`config.mk`:
```
export PLATFORM = sky130hd
export DESIGN_NAME = branch_predictor
export DESIGN_NICKNAME = d
export VERILOG_FILES = /design/src/rtl/branch_predictor_pkg.sv /design/src/rtl/branch_predictor_sat_counter2.sv /design/src/rtl/branch_predictor.sv
export SDC_FILE = /design/constraint.sdc
export NUM_CORES = 2
export LEC_CHECK = 0
export CORE_MARGIN = 4
export CORE_UTILIZATION = 48
export DETAILED_ROUTE_END_ITERATION = 8
export GPL_ROUTABILITY_DRIVEN = 1
export PLACE_DENSITY = 0.64
export REMOVE_ABC_BUFFERS = 1
export SYNTH_ARGS = -nofsm -noshare
export SYNTH_HDL_FRONTEND = slang
export SYNTH_SLANG_ARGS = --single-unit
export TNS_END_PERCENT = 5
```
`constraint.sdc`:
```
create_clock -name i_clk -period 22.6 [get_ports i_clk]
set_clock_uncertainty 0.15 [all_clocks]
set_input_delay 4.52 -clock i_clk [delete_from_list [all_inputs] [get_ports i_clk]]
set_output_delay 4.52 -clock i_clk [all_outputs]
set_load 0.02 [all_outputs]
```
`src/rtl/branch_predictor_pkg.sv`:
```
// Shared constants for the branch predictor: 2-bit counter states, counter
// operations and the RISC-V control-flow opcodes the predictor serves.
package branch_predictor_pkg;

  typedef enum logic [1:0] {
    SNT = 2'd0,
    WNT = 2'd1,
    WT  = 2'd2,
    ST  = 2'd3
  } cnt_state_t;

  typedef enum logic [2:0] {
    CNT_HOLD   = 3'd0,
    CNT_INC    = 3'd1,
    CNT_DEC    = 3'd2,
    CNT_SET_ST = 3'd3,
    CNT_SET_WT = 3'd4
  } cnt_op_t;

  localparam logic [6:0] OPC_BRANCH = 7'b1100011;
  localparam logic [6:0] OPC_JAL    = 7'b1101111;
  localparam logic [6:0] OPC_JALR   = 7'b1100111;

endpackage

```
`src/rtl/branch_predictor_sat_counter2.sv`:
```
// 2-bit saturating counter next-state logic (inc/dec saturate at ST/SNT).
module sat_counter2
  import branch_predictor_pkg::*;
(
  input  cnt_state_t cnt_cur,
  input  cnt_op_t    op,
  output cnt_state_t cnt_nxt
);

  always_comb begin
    cnt_nxt = cnt_cur;
    unique case (op)
      CNT_INC:    if (cnt_cur != ST)  cnt_nxt = cnt_state_t'(cnt_cur + 2'd1);
      CNT_DEC:    if (cnt_cur != SNT) cnt_nxt = cnt_state_t'(cnt_cur - 2'd1);
      CNT_SET_ST: cnt_nxt = ST;
      CNT_SET_WT: cnt_nxt = WT;
      default:    cnt_nxt = cnt_cur;
    endcase
  end

endmodule

```
`src/rtl/branch_predictor.sv`:
```
// Direct-mapped BTB with 2-bit counters; one-cycle registered prediction,
// read-before-write against same-cycle updates, saturating mispredict count.
module branch_predictor
  import branch_predictor_pkg::*;
#(
  parameter int XLEN    = 32,
  parameter int ENTRIES = 64,
  parameter int CNT_W   = 16
) (
  input  logic             i_clk,
  input  logic             i_rst_n,
  input  logic             i_pred_valid,
  input  logic [XLEN-1:0]  i_pred_pc,
  output logic             o_pred_valid,
  output logic             o_pred_taken,
  output logic [XLEN-1:0]  o_pred_pc,
  input  logic             i_upd_valid,
  input  logic [XLEN-1:0]  i_upd_pc,
  input  logic             i_upd_is_jump,
  input  logic             i_upd_taken,
  input  logic [XLEN-1:0]  i_upd_target,
  input  logic             i_upd_mispredict,
  input  logic             i_flush,
  output logic [CNT_W-1:0] o_mispredict_cnt
);

  localparam int IDX   = $clog2(ENTRIES);
  localparam int TAG_W = XLEN - IDX - 2;

  function automatic logic [CNT_W-1:0] sat_inc(input logic [CNT_W-1:0] v);
    return (&v) ? v : v + CNT_W'(1);
  endfunction

  logic                  valid_q [ENTRIES];
  logic [TAG_W-1:0]      tag_q   [ENTRIES];
  logic [XLEN-1:0]       tgt_q   [ENTRIES];
  cnt_state_t            cnt_q   [ENTRIES];

  logic [IDX-1:0]        pred_idx, upd_idx;
  logic [TAG_W-1:0]      pred_tag, upd_tag;
  logic                  pred_hit, pred_taken_c, upd_hit;
  logic [XLEN-1:0]       pred_pc_c;
  logic                  unused_upd_pc_lo;

  assign pred_idx         = i_pred_pc[IDX+1:2];
  assign pred_tag         = i_pred_pc[XLEN-1:IDX+2];
  assign upd_idx          = i_upd_pc[IDX+1:2];
  assign upd_tag          = i_upd_pc[XLEN-1:IDX+2];
  assign unused_upd_pc_lo = ^i_upd_pc[1:0];

  assign pred_hit     = valid_q[pred_idx] && (tag_q[pred_idx] == pred_tag);
  assign pred_taken_c = pred_hit && cnt_q[pred_idx][1];
  assign pred_pc_c    = pred_taken_c ? tgt_q[pred_idx] : i_pred_pc + XLEN'(4);
  assign upd_hit      = valid_q[upd_idx] && (tag_q[upd_idx] == upd_tag);

  // Update decode: hit refreshes counter/target, taken miss allocates
  cnt_op_t    cnt_op;
  cnt_state_t cnt_nxt;
  logic       upd_wr_cnt, upd_wr_tgt, upd_alloc;

  always_comb begin
    cnt_op     = CNT_HOLD;
    upd_wr_cnt = 1'b0;
    upd_wr_tgt = 1'b0;
    upd_alloc  = 1'b0;
    if (i_upd_valid) begin
      if (upd_hit) begin
        upd_wr_cnt = 1'b1;
        if (i_upd_is_jump) begin
          cnt_op     = CNT_SET_ST;
          upd_wr_tgt = 1'b1;
        end else begin
          cnt_op     = i_upd_taken ? CNT_INC : CNT_DEC;
          upd_wr_tgt = i_upd_taken;
        end
      end else if (i_upd_taken) begin
        upd_alloc  = 1'b1;
        upd_wr_cnt = 1'b1;
        upd_wr_tgt = 1'b1;
        cnt_op     = i_upd_is_jump ? CNT_SET_ST : CNT_SET_WT;
      end
    end
  end

  sat_counter2 u_sat_counter2 (
    .cnt_cur (cnt_q[upd_idx]),
    .op      (cnt_op),
    .cnt_nxt (cnt_nxt)
  );

  always_ff @(posedge i_clk) begin
    if (!i_rst_n) begin
      for (int i = 0; i < ENTRIES; i++) begin
        valid_q[i] <= 1'b0;
        cnt_q[i]   <= WNT;
      end
    end else begin
      if (upd_alloc)  valid_q[upd_idx] <= 1'b1;
      if (upd_wr_cnt) cnt_q[upd_idx]   <= cnt_nxt;
    end
  end

  always_ff @(posedge i_clk) begin
    if (i_rst_n) begin
      if (upd_alloc)  tag_q[upd_idx] <= upd_tag;
      if (upd_wr_tgt) tgt_q[upd_idx] <= i_upd_target;
    end
  end

  // Stage p1: registered prediction result
  logic             vld_p1, taken_p1;
  logic [XLEN-1:0]  pc_p1;
  logic [CNT_W-1:0] mis_cnt_q;

  always_ff @(posedge i_clk) begin
    if (!i_rst_n) begin
      vld_p1    <= 1'b0;
      taken_p1  <= 1'b0;
      pc_p1     <= '0;
      mis_cnt_q <= '0;
    end else begin
      vld_p1 <= i_pred_valid && !i_flush;
      if (i_pred_valid && !i_flush) begin
        taken_p1 <= pred_taken_c;
        pc_p1    <= pred_pc_c;
      end
      if (i_upd_valid && i_upd_mispredict) mis_cnt_q <= sat_inc(mis_cnt_q);
    end
  end

  assign o_pred_valid     = vld_p1;
  assign o_pred_taken     = taken_p1;
  assign o_pred_pc        = pc_p1;
  assign o_mispredict_cnt = mis_cnt_q;

endmodule

```
==> metrics.txt <==
status=finished, final reports clean; crit-path most repeated cell=buf_4; All-Layer GR Usage=31.8%; Ys Warns=0; count of different cell masters after synthesis=95; Mean Syn Cell Area=19.2 um^2; Max Freq=0.0828 GHz; Seq pwr share=51.6%; P&R area growth vs syn=12.0%; DR iter-0 viols=16900; critical path endpoint category=flop; area fraction of the dominant cell type after synthesis=68.1%; met2 Use GR=47.4%; post-synthesis register bit count=3826; Nets=8890; CP max stage cell=nand2_2; switching power=3.49 mW; leak pwr=57.8 nW; max-cap violation count=0; largest net degree at the start of global routing=118; Final Hold Viols=0; IR drop worst, VDD=0.0812 mV; RSZ-0062 raised after global routing=false; I/O pin cnt=154; met3 GRT Util=9.85%; worst path required time=23.03 ns; vias in the first global route=95100; class of the most critical hold timing path=reg2reg; CTS tree=built; top cells by area, synth=edfxtp_1 68%, mux4_2 15%, mux2i_1 2.6%, dfxtp_1 1.4%, a221oi_1 1.0%; gr busiest metal=met2; Tmin final=12.08 ns; HPWL after DPL=324000 um; first-pass GRT wire length=773000 um; clk sink count=3826; Initial Util=48.2%; cts bufs inserted=393; internal power=11.7 mW; asr flop ratio synth=0%; PD cells=82.7 nW/um^2; clk_lat worst skew=0.98 ns; Congestion Overflow GR=0; Die W=592 um; DR pass1 iterations=9; Root Driver=clkbuf_16; Clk pwr share=41.0%; Worst-Margin Slew=1.32 ns; dpl cell area=171000 um^2; endpoints failing setup=0; EDFF count, synth=3712; drt total wl=567000 um; row cnt=214; die height=592 um; Post-synth top cells=3712 x edfxtp_1, 1101 x mux4_2, 430 x mux2i_1; Routed wire per std cell=41.4 um; antenna-violating nets left=0; Startpoint Class=input pin; PostCTS Resize Cnt=0; Worst path max stage delay=0.78 ns; Relative slew margins=12.0%; drt drc=0; Critical Path Fanout Max=63; Via Count=98400; Via density=7.19; Die ar.=350000 um^2; setup_tns=0 ns; clk slew on worst S/H paths=0.06 ns; global-route track usage on met1=41.4%; Data arrival, critical path=12.51 ns; CTS max path bufs=4; most numerous cell in the Yosys netlist=edfxtp_1; sequential cell area fraction in the yosys report=69.5%; cell area after synthesis=164000 um^2; CTS HTree Levels=5; CP Cell Sequence=buf_8 -> buf_4 -> buf_12 -> buf_4 -> nand2_2 -> o22a_1 -> o221ai_1 -> a221o_1 -> nor4b_2 -> xor2_1 -> and4_1 -> nand4_4 -> nor2_4 -> buf_4 -> a21oi_4 -> buf_4 -> nor4_2 -> buf_4; core area=340000 um^2; Sw Ratio=23.0%; share of cells above drive strength 1=27.3%; Setup Fix Bufs, Post-CTS=0; gpl congestion=0.946; synthesized instance count=8546; Final Cycle Share=53.4%; dominant synthesized flop cell=edfxtp_1; Comb power frac=7.4%; Crit Path Class=in2reg; post-synth top area cell=edfxtp_1; initial antenna violation count=70; CTS Hold Bufs=0; # port buffers=151; Final Max Slew Viols=0; Design Area, Final=183000 um^2
-- sequential cells by signal, indices dropped and copies added, names as in the netlist --
name,flops
tgt_q,2048
tag_q,1536
cnt_q,128
valid_q,64
o_pred_pc,32
o_mispredict_cnt,16
o_pred_taken,1
o_pred_valid,1
-- worst max-delay path: cells and delay by family --
| family | cells | cell delay (ns) |
|---|---|---|
| XOR/XNOR | 1 | 0.58 |
| AND/OR/NAND/NOR | 6 | 2.01 |
| buffers and inverters | 7 | 3.59 |
| AO/OA/AOI/OAI | 4 | 1.36 |
-- layout by cell type (no fill, tap or decap), types with 21 or more instances in the layout --
cell | Yosys | layout
and3_1 | 26 | 26
a22oi_1 | 160 | 160
nand2_1 | 331 | 325
a31oi_1 | 29 | 29
nor4_2 | 61 | 137
and2_1 | 30 | 27
diode_2 | 0 | 53
mux2i_1 | 430 | 430
nor3_2 | 1 | 46
nand4_1 | 23 | 23
nand3_1 | 89 | 88
clkinv_1 | 1 | 86
buf_2 | 200 | 57
nand3b_1 | 26 | 26
o21ai_0 | 137 | 136
mux2_1 | 21 | 21
clkbuf_16 | 0 | 404
a21o_1 | 61 | 61
edfxtp_1 | 3712 | 3712
o211ai_1 | 21 | 21
clkdlybuf4s50_1 | 0 | 85
mux4_2 | 1101 | 1101
xnor2_1 | 42 | 42
a221oi_1 | 195 | 195
a221o_1 | 60 | 60
clkbuf_1 | 271 | 91
o22ai_1 | 110 | 110
buf_4 | 63 | 356
mux2_2 | 126 | 126
clkinv_2 | 0 | 72
nor3_1 | 81 | 36
xor2_1 | 38 | 38
o221ai_1 | 45 | 45
a21oi_1 | 163 | 162
dfxtp_1 | 114 | 114
nor2_1 | 117 | 100
o31ai_1 | 63 | 61
a22o_1 | 55 | 54
nand2b_1 | 24 | 21
-- per-stage QoR --
stage	total power, mW	std cells	setup WS [ns]	hold WS, ns	util, %
6_report	15.2	13700	10.52	0.331	54.0
5_1_grt	15.5	13600	10.64	0.353	54.0
4_1_cts	15.2	13600	10.99	0.331	53.9
3_5_place_dp	9.05	12900	9.96	0.316	50.4
3_3_place_gp	9.04	12900	10.03	0.307	50.4
2_1_floorplan	8.43	7870	7.89	0.285	-
-- path summary, 6_finish.rpt --
path | startpoint | end | slack (ns) | cells past startpoint
min reg2reg | valid_q[54]$_DFF_P_ | valid_q[54]$_DFF_P_ | 0.33 | 1
min | valid_q[54]$_DFF_P_ | valid_q[54]$_DFF_P_ | 0.33 | 1
max | i_upd_pc[4] | tgt_q[16][13]$_DFFE_PP_ | 10.52 | 18
max reg2reg | tag_q[33][18]$_DFFE_PP_ | tgt_q[16][13]$_DFFE_PP_ | 16.08 | 14
-- area by class of cell --
class	instances	area, um^2
inverter	13	68.8
multi-input combinational	4031	47500
timing repair buffer	519	4200
fill	26000	156000
clock inverter	202	1560
antenna	53	133
clock buffer	501	10500
tap	4536	5680
sequential	3826	114000
-- power by group through the flow --
| stage | Clock [mW] | Sequential, mW | Combinational, mW |
|---|---|---|---|
| after global routing | 6.57 | 7.82 | 1.14 |
| after floorplan | 0 | 7.97 | 0.466 |
| after CTS | 6.27 | 7.82 | 1.09 |
| final | 6.22 | 7.82 | 1.12 |
| after detailed placement | 0 | 7.97 | 1.08 |
| after global placement | 0 | 7.97 | 1.07 |
-- routing by layer --
metal  part of all wire [%]  vias to the layer above
met5                  0.037                        -
met1                     35                    51400
li1                       -                    36900
met2                     45                     8150
met3                     13                     1882
met4                    6.7                       26
-- kinds of logic after synthesis --
family	Yosys count	synth area share (%)
fa+ha+maj	2	0.0153
simple gates	1007	3.44
buf+inv	689	2.13
xor+xnor	80	0.428
flops	3826	69.5
compound gates	1262	5.71
mux	1680	18.8
Note: power is estimated with default switching activity, not from simulation.
